**src/rtl/addsub_pkg.sv**
```systemverilog
// addsub_pkg
// Shared definitions for the pipelined adder/subtractor.
//   mode_t       : 2-bit operation encoding carried on i_mode
//   mode_is_sub  : 1 when the B operand is inverted and +1 injected
//   mode_is_sat  : 1 when a signed overflow forces a saturated result
package addsub_pkg;

  typedef enum logic [1:0] {
    MODE_ADD  = 2'b00,
    MODE_SUB  = 2'b01,
    MODE_SADD = 2'b10,
    MODE_SSUB = 2'b11
  } mode_t;

  // Bit 0 of the encoding selects subtraction, bit 1 selects saturation.
  function automatic logic mode_is_sub(input logic [1:0] mode);
    return (mode == MODE_SUB) || (mode == MODE_SSUB);
  endfunction

  function automatic logic mode_is_sat(input logic [1:0] mode);
    return (mode == MODE_SADD) || (mode == MODE_SSUB);
  endfunction

endpackage

```
**src/rtl/addsub_slice.sv**
```systemverilog
// addsub_slice
// Combinational W-bit adder slice with generate/propagate look-ahead.
// Ports:
//   a, b  : slice operands (b already conditionally inverted by the caller)
//   cin   : carry into bit 0 of the slice
//   sum   : slice sum
//   cout  : carry out of the slice MSB
//   cmsb  : carry into the slice MSB (used for signed overflow detection)
module addsub_slice
  import addsub_pkg::*;
#(
  parameter int W = 8
) (
  input  logic [W-1:0] a,
  input  logic [W-1:0] b,
  input  logic         cin,
  output logic [W-1:0] sum,
  output logic         cout,
  output logic         cmsb
);

  logic [W-1:0] g;
  logic [W-1:0] p;
  logic [W:0]   c;
  logic         acc;
  logic         run;

  // Each carry is the flat sum-of-products over all lower generate terms,
  // so no carry depends on another carry of the same slice.
  always_comb begin
    g    = a & b;
    p    = a ^ b;
    c    = '0;
    acc  = 1'b0;
    run  = 1'b1;
    c[0] = cin;
    for (int i = 0; i < W; i++) begin
      acc = 1'b0;
      run = 1'b1;
      for (int j = i; j >= 0; j--) begin
        acc = acc | (run & g[j]);
        run = run & p[j];
      end
      c[i+1] = acc | (run & cin);
    end
    sum  = p ^ c[W-1:0];
    cout = c[W];
    cmsb = c[W-1];
  end

endmodule

```
**src/rtl/pipe_addsub.sv**
```systemverilog
// pipe_addsub
// Pipelined add/subtract unit with optional signed saturation. The sum is
// split into STAGES slices; slice k is computed in stage k and its carry is
// registered into stage k+1. Unconsumed operand slices ride down the pipe
// shifted so the next slice always sits in the low bits; finished result
// slices accumulate in a per-stage result register.
// Ports:
//   i_clk, i_rst_n     : clock (rising edge), asynchronous active-low reset
//   i_valid / o_ready  : operand handshake, transfer when both are 1
//   i_A, i_B, i_mode   : operands and operation (see addsub_pkg::mode_t)
//   o_valid / i_ready  : result handshake, transfer when both are 1
//   S                  : result (saturated in SADD/SSUB on overflow)
//   overflow, carry    : raw signed overflow, carry out of MSB
//   zero, negative     : flags of the final S
// Handshake: a transfer happens on a rising edge where valid and ready are
// both 1. A stalled result (o_valid=1, i_ready=0) freezes every stage, so
// o_ready = ~o_valid | i_ready and outputs stay stable during the stall.
module pipe_addsub
  import addsub_pkg::*;
#(
  parameter int WIDTH  = 32,
  parameter int STAGES = 4
) (
  input  logic             i_clk,
  input  logic             i_rst_n,
  input  logic             i_valid,
  output logic             o_ready,
  input  logic [WIDTH-1:0] i_A,
  input  logic [WIDTH-1:0] i_B,
  input  logic [1:0]       i_mode,
  output logic             o_valid,
  input  logic             i_ready,
  output logic [WIDTH-1:0] S,
  output logic             overflow,
  output logic             carry,
  output logic             zero,
  output logic             negative
);

  generate
    if (STAGES < 1 || (WIDTH % STAGES) != 0) begin : g_bad_cfg
      $error("pipe_addsub: WIDTH must be a multiple of STAGES and STAGES >= 1");
    end
  endgenerate

  localparam int SW = WIDTH / STAGES;
  localparam int L  = STAGES - 1;
  localparam logic [WIDTH-1:0] MIN_NEG = WIDTH'(1) << (WIDTH - 1);
  localparam logic [WIDTH-1:0] MAX_POS = ~MIN_NEG;

  // Stage registers
  logic             v_q   [STAGES];
  logic [WIDTH-1:0] a_q   [STAGES];
  logic [WIDTH-1:0] b_q   [STAGES];
  logic [WIDTH-1:0] r_q   [STAGES];
  logic             c_q   [STAGES];
  logic             ov_q  [STAGES];
  logic             sat_q [STAGES];
  logic             sgn_q [STAGES];

  // Stage inputs (stage 0 from ports, stage k from register k-1)
  logic             v_in   [STAGES];
  logic [WIDTH-1:0] a_in   [STAGES];
  logic [WIDTH-1:0] b_in   [STAGES];
  logic [WIDTH-1:0] r_in   [STAGES];
  logic             c_in   [STAGES];
  logic             sat_in [STAGES];
  logic             sgn_in [STAGES];
  logic [WIDTH-1:0] r_nx   [STAGES];

  // Slice outputs
  logic [SW-1:0]    sum_w  [STAGES];
  logic             cout_w [STAGES];
  logic             cmsb_w [STAGES];

  logic             sub;
  logic             advance;
  logic [WIDTH-1:0] s_fin;

  assign sub     = mode_is_sub(i_mode);
  assign advance = o_ready;

  always_comb begin
    v_in[0]   = i_valid;
    a_in[0]   = i_A;
    b_in[0]   = i_B ^ {WIDTH{sub}};
    r_in[0]   = '0;
    c_in[0]   = sub;
    sat_in[0] = mode_is_sat(i_mode);
    sgn_in[0] = i_A[WIDTH-1];
    for (int k = 1; k < STAGES; k++) begin
      v_in[k]   = v_q[k-1];
      a_in[k]   = a_q[k-1];
      b_in[k]   = b_q[k-1];
      r_in[k]   = r_q[k-1];
      c_in[k]   = c_q[k-1];
      sat_in[k] = sat_q[k-1];
      sgn_in[k] = sgn_q[k-1];
    end
    // Slice k of r_in is still zero, so OR-ing in the new slice is exact.
    for (int k = 0; k < STAGES; k++) begin
      r_nx[k] = r_in[k] | (WIDTH'(sum_w[k]) << (k * SW));
    end
  end

  generate
    for (genvar k = 0; k < STAGES; k++) begin : g_stage
      addsub_slice #(.W(SW)) u_slice (
        .a    (a_in[k][SW-1:0]),
        .b    (b_in[k][SW-1:0]),
        .cin  (c_in[k]),
        .sum  (sum_w[k]),
        .cout (cout_w[k]),
        .cmsb (cmsb_w[k])
      );
    end
  endgenerate

  always_ff @(posedge i_clk or negedge i_rst_n) begin
    if (!i_rst_n) begin
      for (int k = 0; k < STAGES; k++) begin
        v_q[k]   <= 1'b0;
        a_q[k]   <= '0;
        b_q[k]   <= '0;
        r_q[k]   <= '0;
        c_q[k]   <= 1'b0;
        ov_q[k]  <= 1'b0;
        sat_q[k] <= 1'b0;
        sgn_q[k] <= 1'b0;
      end
    end else if (advance) begin
      for (int k = 0; k < STAGES; k++) begin
        v_q[k]   <= v_in[k];
        a_q[k]   <= a_in[k] >> SW;
        b_q[k]   <= b_in[k] >> SW;
        r_q[k]   <= r_nx[k];
        c_q[k]   <= cout_w[k];
        // Only the last slice's value survives; earlier ones are overwritten.
        ov_q[k]  <= cout_w[k] ^ cmsb_w[k];
        sat_q[k] <= sat_in[k];
        sgn_q[k] <= sgn_in[k];
      end
    end
  end

  // Final stage: saturation and flags. Outputs read zero while no result
  // is present, which also gives the all-zero reset view.
  assign s_fin    = (sat_q[L] && ov_q[L]) ? (sgn_q[L] ? MIN_NEG : MAX_POS) : r_q[L];
  assign o_valid  = v_q[L];
  assign o_ready  = ~o_valid | i_ready;
  assign S        = o_valid ? s_fin : '0;
  assign overflow = o_valid & ov_q[L];
  assign carry    = o_valid & c_q[L];
  assign zero     = o_valid & (s_fin == '0);
  assign negative = o_valid & s_fin[WIDTH-1];

endmodule

```
**config.mk**
```make
export PLATFORM = sky130hd
export DESIGN_NAME = pipe_addsub
export DESIGN_NICKNAME = d
export VERILOG_FILES = /design/src/rtl/addsub_pkg.sv /design/src/rtl/addsub_slice.sv /design/src/rtl/pipe_addsub.sv
export SDC_FILE = /design/constraint.sdc
export NUM_CORES = 1
export LEC_CHECK = 0
export BUFFER_PORTS_ARGS = -buffer_cell sky130_fd_sc_hd__buf_4
export CAP_MARGIN = 20
export CORE_MARGIN = 2
export CORE_UTILIZATION = 35
export DETAILED_ROUTE_END_ITERATION = 8
export REMOVE_ABC_BUFFERS = 1
export SLEW_MARGIN = 20
export SYNTH_ARGS = -nofsm -noshare
export SYNTH_HDL_FRONTEND = slang
export SYNTH_SLANG_ARGS = --single-unit
```
**constraint.sdc**
```tcl
create_clock -name i_clk -period 4 [get_ports i_clk]
set_input_delay 0.4 -clock i_clk [delete_from_list [all_inputs] [get_ports i_clk]]
set_output_delay 0.4 -clock i_clk [all_outputs]
set_load 0.005 [all_outputs]
```
==> results of run 1 <==
[layer usage]
| layer | vias up | global-route usage (%) |
|---|---|---|
| met5 | - | 0 |
| met4 | 0 | 4.19 |
| met3 | 18 | 2.47 |
| met2 | 119 | 24.5 |
| met1 | 3141 | 21.4 |
| li1 | 3435 | - |
[how the worst min path moves through the flow]
stage	depth (start not counted)	slack (ps)	endpoint	startpoint
final	1	40	b_in[67]	i_rst_n
after global routing	1	90	a_in[70]	i_rst_n
after CTS	1	70	b_in[67]	i_rst_n
after detailed placement	2	460	a_in[78]	a_in[78]
after global placement	2	450	v_in[0]	v_in[0]
after floorplan	0	100	a_in[0]	i_rst_n
[registers in the layout, indices dropped and copies added, names as in the netlist]
register	count
a_in	45
c_in	3
sat_in	3
c_q	1
sgn_in	3
b_in	48
o_valid	1
r_q	32
ov_q	1
v_in	3
sat_q	1
sgn_q	1
r_in	48
[layout by cell type, fill, tap and decap left out, types with 2 or more instances in the layout]
master and instances:
and2_1 3, nor3_1 8, clkinv_2 4, dfrtp_1 190, a21oi_1 51, o21ai_0 45, inv_6 3, fa_1 3
a21o_1 6, a211o_1 2, inv_1 4, xnor2_1 33, nand4_1 5, buf_12 2, o31ai_1 5, nand3_1 11
nor3b_1 3, buf_4 112, o41ai_1 2, nand2_1 445, nand2b_1 4, clkbuf_16 17, nor4b_1 2, nor4_1 6
a21boi_0 3, ha_1 34, a31oi_1 2, clkbuf_8 2, xor2_1 19, o21a_1 2, a211oi_1 4, o21bai_1 3
and3_1 3, clkinv_4 2, nor2b_1 31, nor2_1 15
[logic make-up after synthesis]
kind of cell             count (synthesis)
AND/OR/NAND/NOR                        541
flip-flops                             190
AO/OA/AOI/OAI                          134
buffers and inverters                   61
XOR/XNOR                                52
adder cells (fa/ha/maj)                 37
multiplexers                             1
[power by group]
part           switching [mW]  internal (mW)
combinational            1.74           1.40
clock                   0.751          0.880
sequential              0.555           2.78
[metrics by stage]
step,power [mW],setup WS (ps),utilization [%]
2_1_floorplan,5.52,-9120,-
3_3_place_gp,6.47,1410,39.9
3_5_place_dp,6.56,1280,39.9
4_1_cts,8.23,1130,42.1
5_1_grt,8.84,932,42.1
6_report,8.10,1210,42.1
[final cells by class]
class,count,area [µm²]
sequential,190,4750
fill,2567,14600
clock buffer,19,443
tap,330,413
inverter,5,21.3
timing repair buffer,115,895
multi-input combinational,765,3960
clock inverter,12,113
==> results.ini, run 1 <==
[outcome]
status = complete, no violations

[floorplan]
die_width_um = 164
core_area_um2 = 25200
fp-row-count = 58
die_h_um = 164
start_util_pct = 35.7
die_area_um2 = 27000
io_pins = 108

[setup_path]
cp_num_buf_inv = 2
worstPathRequired_ps = 3600
cp_max_fo = 31
reg2reg_to = r_in[70]
r2r_start = o_valid
cpMaxStageDelayCell = nand2_1
crit_arrival_ps = 2390
path_class = reg2out
cpPeakStageDelay_ps = 550
crit_path_frequent_cell = buf_4
cp.depth = 6
end_kind = output pin
cp-endpoint = S[18]
reg2reg_depth = 5
crit_start = ov_q[0]
worst-r2r-setup-slack_ps = 1710
critical-path-top-delay-family = simple AND/OR/NAND/NOR gates
crit_chain = nand2_1 > nor2_2 > buf_4 > a21oi_1 > nor2b_1 > buf_4
worstSetupStartpointType = flop

[global_route]
antenna_found_initial = 0
grt_max_degree = 226
grt_pass1_wl_um = 32900
grtUsageTotal_pct = 15.2
grt_pass1_vias = 6579
gr-total-overflow = 0

[drt]
wl_met1_um = 9400
dr.max_layer_used = met4
drcViolationCount = 0
met2WireLength_um = 8880
wl_per_cell_um = 13.5
routed_wl_um = 19300
dr_total_vias = 6713
drtIter0Drc = 368
ant_nets = 0
via_per_inst = 4.67
drt_first_pass_iters = 4
wl_met3_um = 824

[placement]
place.gp.congestion = 0.751
dp_cells = 1405
io_buffer_count = 107
placed_area_um2 = 10000
dp_hpwl_um = 12500

[clock_network]
cts_made_buffers = 17
post_cts_resized = 0
cts_root_buf = clkbuf_16
postCtsSetupBuffers = 0
cts_buffer_depth = 2
clock_latency_ps = 430
htreeDepth = 4
cts_tree = built
cts_num_sinks = 190
ctsHoldBuffers = 0
clk_pin_slew_ps = 70

[layout]
instances_no_fill = 1436
diodes = 0
fin_nets = 1201
design_area_um2 = 10600
area_growth_pct = 18.0
drive_gt1_share_pct = 13.7

[yosys]
syn-cell-area_um2 = 8980
synth-async-reset-ratio_pct = 100
ys_ff_latch = 190
yosysTopAreaCellShare_pct = 52.9
synth_top_cell_by_area = dfrtp_1
synth_top_family_by_area = simple AND/OR/NAND/NOR gates
synth-seq-area-share_pct = 52.9
synth_compound_area_share_pct = 8.72
synth_common_cells = 445 x nand2_1, 190 x dfrtp_1, 51 x a21oi_1, 45 x o21ai_0, 34 x ha_1
synthXorXnorAreaFrac_pct = 5.07
synth_most_common_cell = nand2_1
ys.flop_type = dfrtp_1
yosysWarningCount = 0
synth.avg_cell_area_um2 = 8.84
synthAdderAreaFrac_pct = 5.40
synth_area_leaders = dfrtp_1 53%, nand2_1 19%, ha_1 4.7%
synth_cell_types = 48
synthCells = 1016
yosys-mux-area-fraction_pct = 0.111
synth-simple-area-share_pct = 24.7
synth_edf_count = 0

[sta]
finalSetupTns_ps = 0
grt_setup_unrepaired = no
slew-limit-headroom_pct = 36.5
tightest_slew_ps = 952
min_period_ps = 2790
hold_viol = 0
min_period_over_period_pct = 69.7
fin_skew_ps = 8.37
slew_violations = 0
finalSetupViolations = 0
hold_slack_ps = 43.2
fmax_ghz = 0.359

[min_path]
hold_class = in2async

[run]
drv_cap = 0

[power]
p_leak_nw = 5.25
irDropWorstVdd_uv = 304
power.density_nw_per_um2 = 764

Note: power is estimated with default switching activity, not from simulation.
==> inputs of run 2 (changes only) <==
clock period = 2.5 ns   (was 4 ns; I/O delays follow)
==> run 2 against run 1 <==
  * Flip-flop and latch count is the same
  * Sequential share of layout area shrank 1.1 points
  * First-iteration DRC count grew 0.27%
  * Via count grew 1.4%
  * Core utilization grew 1.0 points
  * Critical path type unchanged
  * Highest routed layer unchanged
==> results.ini, run 2 (synthesized netlist as in run 1, its figures left out) <==
[setup_path]
cp_max_fo = 3  ; was 31
worstSetupStartpointType = flop  ; unchanged
crit_arrival_ps = 1990  ; was 2390 ps
crit_chain = nor4_1 > nand3_1 > nor3_1 > buf_4  ; was nand2_1 > nor2_2 > buf_4 > a21oi_1 > nor2b_1 > buf_4
path_class = reg2out  ; unchanged
critical-path-top-delay-family = simple AND/OR/NAND/NOR gates  ; unchanged
cpPeakStageDelay_ps = 490  ; was 550 ps
worstPathRequired_ps = 2250  ; was 3600 ps
end_kind = output pin  ; unchanged
cp_num_buf_inv = 1  ; was 2
cpMaxStageDelayCell = nor4_1  ; was nand2_1

[sta]
min_period_over_period_pct = 89.4
fmax_ghz = 0.447
finalSetupTns_ps = 0  ; unchanged
hold_slack_ps = 15.7  ; was 43.2 ps
fin_skew_ps = 10.9  ; was 8.37 ps
min_period_ps = 2240
hold_viol = 0  ; unchanged
grt_setup_unrepaired = no  ; unchanged
slew-limit-headroom_pct = 61.3  ; was 36.5%
tightest_slew_ps = 581  ; was 952 ps
setup_ws_ps = 264  ; was 1210 ps
slew_violations = 0  ; unchanged
finalSetupViolations = 0  ; unchanged

[clock_network]
ctsHoldBuffers = 8  ; was 0
cts_tree = built  ; unchanged
clock_latency_ps = 430  ; about the same
clk_pin_slew_ps = 60  ; was 70 ps
postCtsSetupBuffers = 0  ; unchanged
cts_made_buffers = 17  ; unchanged
cts_buffer_depth = 2  ; unchanged
cts_num_sinks = 190  ; unchanged
cts_root_buf = clkbuf_16  ; unchanged
htreeDepth = 4  ; unchanged
post_cts_resized = 0  ; unchanged

[power]
irDropWorstVdd_uv = 498  ; was 304 µV
finalPower_mw = 13.2  ; was 8.10 mW
power.density_nw_per_um2 = 1210  ; was 764 nW/µm²
p_leak_nw = 5.37  ; was 5.25 nW

[floorplan]
io_pins = 108  ; unchanged
start_util_pct = 35.7  ; unchanged
die_h_um = 164  ; unchanged
fp-row-count = 58  ; unchanged
die_width_um = 164  ; unchanged
core_area_um2 = 25200  ; unchanged
die_area_um2 = 27000  ; unchanged

[layout]
design_area_um2 = 10900  ; was 10600 µm²
layout_commonest_cell = nand2_1  ; unchanged
diodes = 0  ; unchanged
area_growth_pct = 20.9  ; was 18.0%
drive_gt1_share_pct = 14.7  ; was 13.7%
fin_nets = 1224  ; was 1201
layout_common_cells = 445 x nand2_1, 190 x dfrtp_1, 124 x buf_4  ; was 445 x nand2_1, 190 x dfrtp_1, 112 x buf_4

[drt]
via_per_inst = 4.66  ; was 4.67
wl_met3_um = 697  ; was 824 µm
dr_total_vias = 6808  ; was 6713
wl_per_cell_um = 13.5  ; about the same
met2WireLength_um = 8850  ; was 8880 µm
ant_nets = 0  ; unchanged
dr.max_layer_used = met4  ; unchanged
drtIter0Drc = 369  ; was 368
wl_met1_um = 9850  ; was 9400 µm
routed_wl_um = 19600  ; was 19300 µm
drt_first_pass_iters = 4  ; unchanged
drcViolationCount = 0  ; unchanged

[placement]
dpl_worst_slack_ps = 339  ; was 1280 ps
place.gp.congestion = 0.742  ; was 0.751
dp_hpwl_um = 13400  ; was 12500 µm
placed_area_um2 = 10200  ; was 10000 µm²
io_buffer_count = 107  ; unchanged

[global_route]
gr-total-overflow = 0  ; unchanged
grt_max_degree = 117  ; was 226
grt_pass1_wl_um = 32700  ; was 32900 µm
grt_pass1_vias = 6496  ; was 6579
antenna_found_initial = 0  ; unchanged
grtUsageTotal_pct = 15.2  ; about the same

[min_path]
hold_class = in2reg  ; was in2async

[outcome]
status = complete, no violations  ; unchanged

[run]
drv_cap = 0  ; unchanged

[run 2: cell types whose count changed in the layout (fill, tap and decap cells not counted), moves of 2 or more]
cell | previous run | this run
buf_12 | 2 | 5
clkinv_2 | 4 | 2
clkinvlp_4 | 1 | 3
dlygate4sd3_1 | 0 | 8
buf_4 | 112 | 124
[run 2: layer usage]
metal,vias up,GRT usage [%]
met1,3210,21.7
met2,93,23.7
met5,-,0
met4,0,4.31
met3,18,2.90
li1,3487,-
[run 2: final timing paths]
path                       endpoint      from  cells past startpoint  slack, ps
setup reg to reg           r_in[46]  a_in[64]                      6        480
setup / recovery               zero   r_q[14]                      4        260
hold / removal              v_in[2]   i_valid                      3         20
hold reg to reg             v_in[0]   v_in[0]                      2        470
max in group asynchronous  r_in[42]   i_rst_n                      3       1350
min in group asynchronous  r_in[71]   i_rst_n                      2        370
[run 2: cell type report]
| class | count | area (µm²) |
|---|---|---|
| well taps | 330 | 413 |
| multi-input cells | 765 | 3960 |
| inverters | 5 | 21.3 |
| flip-flops and latches | 190 | 4750 |
| repair buffers | 138 | 1120 |
| clock inverters | 12 | 136 |
| clock buffers | 20 | 447 |
| fillers | 2533 | 14300 |
[run 2: power breakdown]
group / switching, mW / total (mW) / internal [mW]
logic: 2.86 / 5.19 / 2.34
clock network: 1.18 / 2.69 / 1.51
registers: 0.865 / 5.31 / 4.45
[run 2: worst register-to-register path: cells and delay by family, from the launching register on]
| family | cells | cell delay [ps] |
|---|---|---|
| adder cells (fa/ha/maj) | 1 | 330 |
| AO/OA/AOI/OAI | 4 | 970 |
| flip-flops | 1 | 420 |
| XOR/XNOR | 1 | 160 |
[run 2: metrics by stage]
stage | cells | utilization (%)
detailed placement | 1420 | 40.5
floorplan | 960 | -
global placement | 1420 | 40.5
finish | 1460 | 43.1
CTS | 1460 | 43.1
global route | 1460 | 43.1
